`src/rtl/wait_timer_mc.sv`:
```
// Multi-channel programmable delay timer: a rising start edge arms a channel,
// which pulses out for one cycle after Deff clocks (one-shot or periodic).
module wait_timer_mc #(
  parameter int CHANNELS  = 4,
  parameter int CNT_W     = 8,
  parameter int RETRIGGER = 1
) (
  input  logic                      clk,
  input  logic                      rst_n,
  input  logic [CHANNELS-1:0]       start,
  input  logic [CHANNELS-1:0]       cancel,
  input  logic [CHANNELS-1:0]       periodic,
  input  logic [CHANNELS*CNT_W-1:0] tick,
  output logic [CHANNELS-1:0]       out,
  output logic [CHANNELS-1:0]       busy
);

  localparam logic [0:0] ST_IDLE = 1'b0;
  localparam logic [0:0] ST_RUN  = 1'b1;

  for (genvar g = 0; g < CHANNELS; g++) begin : g_ch
    logic [0:0]       state_r;
    logic             start_q_r;
    logic             mode_r;
    logic             out_r;
    logic             busy_r;
    logic [CNT_W-1:0] cnt_r;
    logic [CNT_W-1:0] dly_r;
    logic [CNT_W-1:0] deff_s;
    logic             edge_s;
    logic             expire_s;
    logic             accept_s;

    // Effective delay, edge detect and start acceptance for this channel
    always_comb begin
      deff_s   = (dly_r == {CNT_W{1'b0}}) ? CNT_W'(1) : dly_r;
      edge_s   = start[g] & ~start_q_r;
      expire_s = (cnt_r == (deff_s - CNT_W'(1)));
      // A running channel only takes a new start when retriggering is enabled
      accept_s = edge_s & ((state_r == ST_IDLE) | (RETRIGGER != 0));
    end

    // Channel state, counter, latched settings and registered outputs
    always_ff @(posedge clk) begin
      if (!rst_n) begin
        state_r   <= ST_IDLE;
        start_q_r <= 1'b0;
        mode_r    <= 1'b0;
        out_r     <= 1'b0;
        busy_r    <= 1'b0;
        cnt_r     <= {CNT_W{1'b0}};
        dly_r     <= CNT_W'(1);
      end else begin
        start_q_r <= start[g];
        if (cancel[g]) begin
          state_r <= ST_IDLE;
          busy_r  <= 1'b0;
          out_r   <= 1'b0;
          cnt_r   <= {CNT_W{1'b0}};
        end else if (accept_s) begin
          state_r <= ST_RUN;
          busy_r  <= 1'b1;
          out_r   <= 1'b0;
          cnt_r   <= {CNT_W{1'b0}};
          dly_r   <= tick[g*CNT_W +: CNT_W];
          mode_r  <= periodic[g];
        end else begin
          case (state_r)
            ST_RUN: begin
              if (expire_s) begin
                out_r <= 1'b1;
                cnt_r <= {CNT_W{1'b0}};
                if (!mode_r) begin
                  state_r <= ST_IDLE;
                  busy_r  <= 1'b0;
                end
              end else begin
                out_r <= 1'b0;
                cnt_r <= cnt_r + CNT_W'(1);
              end
            end
            ST_IDLE: begin
              out_r <= 1'b0;
            end
            default: begin
              state_r <= ST_IDLE;
              busy_r  <= 1'b0;
              out_r   <= 1'b0;
              cnt_r   <= {CNT_W{1'b0}};
            end
          endcase
        end
      end
    end

    assign out[g]  = out_r;
    assign busy[g] = busy_r;
  end

endmodule

```
`config.mk`:
```
export PLATFORM = sky130hd
export DESIGN_NAME = wait_timer_mc
export DESIGN_NICKNAME = d
export VERILOG_FILES = /design/src/rtl/wait_timer_mc.sv
export SDC_FILE = /design/constraint.sdc
export NUM_CORES = 1
export LEC_CHECK = 0
export CORE_ASPECT_RATIO = 0.6
export CORE_MARGIN = 10
export CORE_UTILIZATION = 40
export DETAILED_ROUTE_END_ITERATION = 8
export GPL_TIMING_DRIVEN = 1
export SLEW_MARGIN = 15
export SYNTH_ARGS = -nofsm -noshare
export SYNTH_HDL_FRONTEND = slang
export SYNTH_SLANG_ARGS = --single-unit
export TNS_END_PERCENT = 5
```
`constraint.sdc`:
```
create_clock -name clk -period 3.14 [get_ports clk]
set_clock_uncertainty 0.1 [all_clocks]
set_input_delay 0.628 -clock clk [delete_from_list [all_inputs] [get_ports clk]]
set_output_delay 0.628 -clock clk [all_outputs]
set_load 0.03 [all_outputs]
```
==> impl_metrics.py <==
metrics = {
    "clock_network": {
        "clk_latency_ns": 0.34,
        "htree_levels": 3,
        "clkTransAtPathRegs_ns": 0.07,
        "cts_made_buffers": 9,
        "cts_max_path_buffers": 2,
        "tritoncts": "built",
        "root_buffer": "clkbuf_16",
        "clock_sinks": 84,
    },
    "routing": {
        "vias": 4145,
        "wl_microns": 11840,
        "drc": 0,
        "antenna_left": 0,
        "via_per_inst": 5.440,
        "first_pass_iters": 4,
        "drt_iter0_drc": 213,
        "wl_per_cell_microns": 15.53,
    },
    "sta": {
        "hold_violations": 0,
        "slew_headroom": 0.5421,
        "hold_slack_ns": 0.3842,
        "period_share": 0.9549,
        "fmax_mhz": 333.5,
        "worst_slack_ns": 0.1417,
        "rsz0062_at_grt": "false",
        "tightest_slew_ns": 0.6846,
        "slew_violations": 0,
        "period_needed_ns": 2.998,
        "setup_violations": 0,
    },
    "setup_path": {
        "worstPathArrival_ns": 3.10,
        "cp-start-kind": "flip-flop",
        "cp.required_ns": 3.24,
        "reg2regPathDepth": 10,
        "r2r-end": "g_ch[3].cnt_r[7]",
        "cp_top_family": "compound AO/OA/AOI/OAI gates",
        "r2r_start": "g_ch[3].dly_r[1]",
        "critical_path_buf_inv_count": 1,
        "path_max_fanout": 8,
        "endpoint_kind": "flip-flop",
        "slowest_stage": "nor3_1",
        "path_class": "flip-flop to flip-flop",
        "crit_chain": "nor3_1, a21oi_1, ha_1, xnor2_1, a221o_1, a2111oi_0, nand3_1, nor3b_4, buf_4, a211oi_1",
        "max_stage_delay_ns": 0.42,
        "reg2reg_slack_ns": 0.14,
    },
    "worst_hold_path": {
        "holdPathEnd": "g_ch[0].busy_r",
        "hp-class": "flip-flop to flip-flop",
        "hp-start": "g_ch[0].busy_r",
        "hold_depth": 2,
    },
    "logic_synthesis": {
        "syn_area_sq_um": 4649,
        "async_flop_share": 0,
        "syn_inst": 550,
        "synth_common_cells": "dfxtp_1, nand2_1, nor2b_1",
        "netlist.area_leader.share": 0.3617,
        "yosys_warnings": 0,
        "synth-compound-area-share": 0.1644,
        "synth.area.top_cells": "dfxtp_1, xnor2_1, mux2i_1",
        "synth_top_family_by_area": "simple AND/OR/NAND/NOR gates",
        "yosys_most_used_dff": "dfxtp_1",
        "synth_cell_types": 62,
        "synthAdderAreaFrac": 0.02153,
        "synth_fp_nets": 604,
        "syn_avg_cell_area_sq_um": 8.454,
        "synth_xor_area_frac": 0.08100,
        "synth_most_common_cell": "dfxtp_1",
        "yosysTopAreaCell": "dfxtp_1",
        "yosysSeqAreaShare": 0.3617,
        "muxShareOfSynthArea": 0.05597,
        "synth_edf_count": 0,
        "synth-seq-cells": 84,
        "synth-simple-area-share": 0.2702,
    },
    "finish": {
        "syn_to_final_growth_pct": 22.39,
        "diodes": 0,
        "drive_gt1_frac": 0.07641,
        "fin_nets": 651,
        "finish.utilization": 0.5020,
    },
    "grt": {
        "grt_antenna_before_repair": 0,
        "grt_usage": 0.1393,
        "grt-ovfl-total": 0,
        "grt_pass1_vias": 3880,
        "grt_first_pass_wirelength_microns": 19490,
        "grt_max_degree": 27,
    },
    "floorplanning": {
        "ioPinCount": 54,
        "die_w_microns": 159.2,
        "die_h_microns": 103.5,
        "initial_utilization": 0.4102,
        "core_region_area_sq_um": 11340,
        "dieArea_sq_um": 16480,
        "core.rowCount": 30,
    },
    "placement": {
        "hpwl_microns": 8583,
        "place.gp.congestion": 0.8986,
        "port_buffers": 53,
        "pre_cts_slack_ns": -0.02921,
    },
    "pwr": {
        "swShare": 0.2592,
        "p_total_uw": 2684,
        "leakage_uw": 0.001951,
        "peakVddDrop_mv": 0.2476,
        "p_comb_frac": 0.144,
        "powerDensity_nw_per_um2": 471.6,
        "power.share.sequential": 0.424,
        "p_int_uw": 1988,
        "clockPowerShare": 0.432,
        "power.switching_uw": 695.6,
    },
    "status": {
        "run_status": "finished, final reports clean",
    },
    "job": {
        "max_cap_violations": 0,
    },
}
worst register-to-register path: stages (launching register included):
cell       delay, ns
dfxtp_1         0.35
nor3_1          0.42
a21oi_1         0.17
ha_1            0.28
xnor2_1         0.15
a221o_1         0.31
a2111oi_0       0.38
nand3_1         0.23
nor3b_4         0.21
buf_4           0.18
a211oi_1        0.08
routing by layer:
metal | track usage | part of all wire | vias up
li1 | - | - | 2065
met1 | 0.2028 | 0.53 | 1961
met4 | 0.04216 | 0.013 | 0
met3 | 0.03715 | 0.056 | 15
met2 | 0.1926 | 0.40 | 104
met5 | 0 | 0 | -
worst max path at each step:
stage                     startpoint          endpoint  cells past startpoint
floorplan           g_ch[1].dly_r[2]  g_ch[1].cnt_r[1]                     11
CTS                 g_ch[3].dly_r[2]  g_ch[3].cnt_r[7]                      9
finish              g_ch[3].dly_r[1]  g_ch[3].cnt_r[7]                     10
detailed placement  g_ch[3].dly_r[2]  g_ch[3].cnt_r[7]                      9
global placement    g_ch[3].dly_r[2]  g_ch[3].cnt_r[6]                      9
global route        g_ch[3].dly_r[2]  g_ch[3].cnt_r[7]                     10
flip-flops by register name, summed over array words and instances, names as in the netlist:
register / count
g_ch.cnt_r: 32
g_ch.busy_r: 4
g_ch.dly_r: 32
g_ch.mode_r: 4
g_ch.state_r: 4
g_ch.out_r: 4
g_ch.start_q_r: 4
layout by cell type, fill, tap and decap left out, drive strengths merged, types with 4 or more instances in the layout:
cell	instances
nor3	14
nor2	31
nand3	17
a21boi	9
nor2b	35
nor4b	4
buf	13
dfxtp	84
xor2	13
a21oi	28
nor3b	6
ha	8
and3	15
clkbuf	9
nand2b	14
nand4	10
a211oi	8
o211ai	4
inv	16
or4	5
nand2	42
clkdlybuf4s50	53
and2	9
o22ai	6
mux2i	26
xnor2	30
nand3b	5
o21ai	31
nor4	9
stage by stage:
| step | cell area [sq um] | setup TNS, ns | instances |
|---|---|---|---|
| global placement | 5316 | 0 | 745 |
| CTS | 5648 | 0 | 761 |
| floorplan | 4649 | 0 | 550 |
| global route | 5690 | 0 | 762 |
| detailed placement | 5316 | -0.04646 | 745 |
| finish | 5690 | 0 | 762 |
what timing repair did:
action | 4_1_cts | 5_1_grt
hold buffers | 0 | 0
cloned | 0 | 0
pin swaps | 0 | 1
setup endpoints to repair | 7 | 20
buffers inserted | 0 | 1
gates resized for setup | 1 | 8
power by group through the flow:
stage | registers (uW) | logic, uW | clock network (uW)
after floorplan | 1140 | 250 | 0
after global placement | 1160 | 362 | 0
after detailed placement | 1160 | 370 | 0
after CTS | 1140 | 375 | 1190
after global routing | 1140 | 424 | 1230
final | 1140 | 386 | 1160
cell type report:
cell class | count | area (sq um)
Clock buffer | 9 | 225.2
Inverter | 15 | 56.30
Timing Repair Buffer | 66 | 628.1
Fill cell | 1059 | 5645
Sequential cell | 84 | 1682
Clock inverter | 7 | 100.1
Tap cell | 160 | 200.2
Multi-Input combinational cell | 421 | 2799
kinds of logic (layout without fill, tap and decap cells):
| kind of cell | count (synthesis) | count (layout) |
|---|---|---|
| flops | 84 | 84 |
| mux | 26 | 26 |
| simple gates | 226 | 226 |
| fa+ha+maj | 8 | 8 |
| xor+xnor | 43 | 43 |
| buf+inv | 45 | 97 |
| compound gates | 118 | 118 |
(Power assumes the default switching activity.)
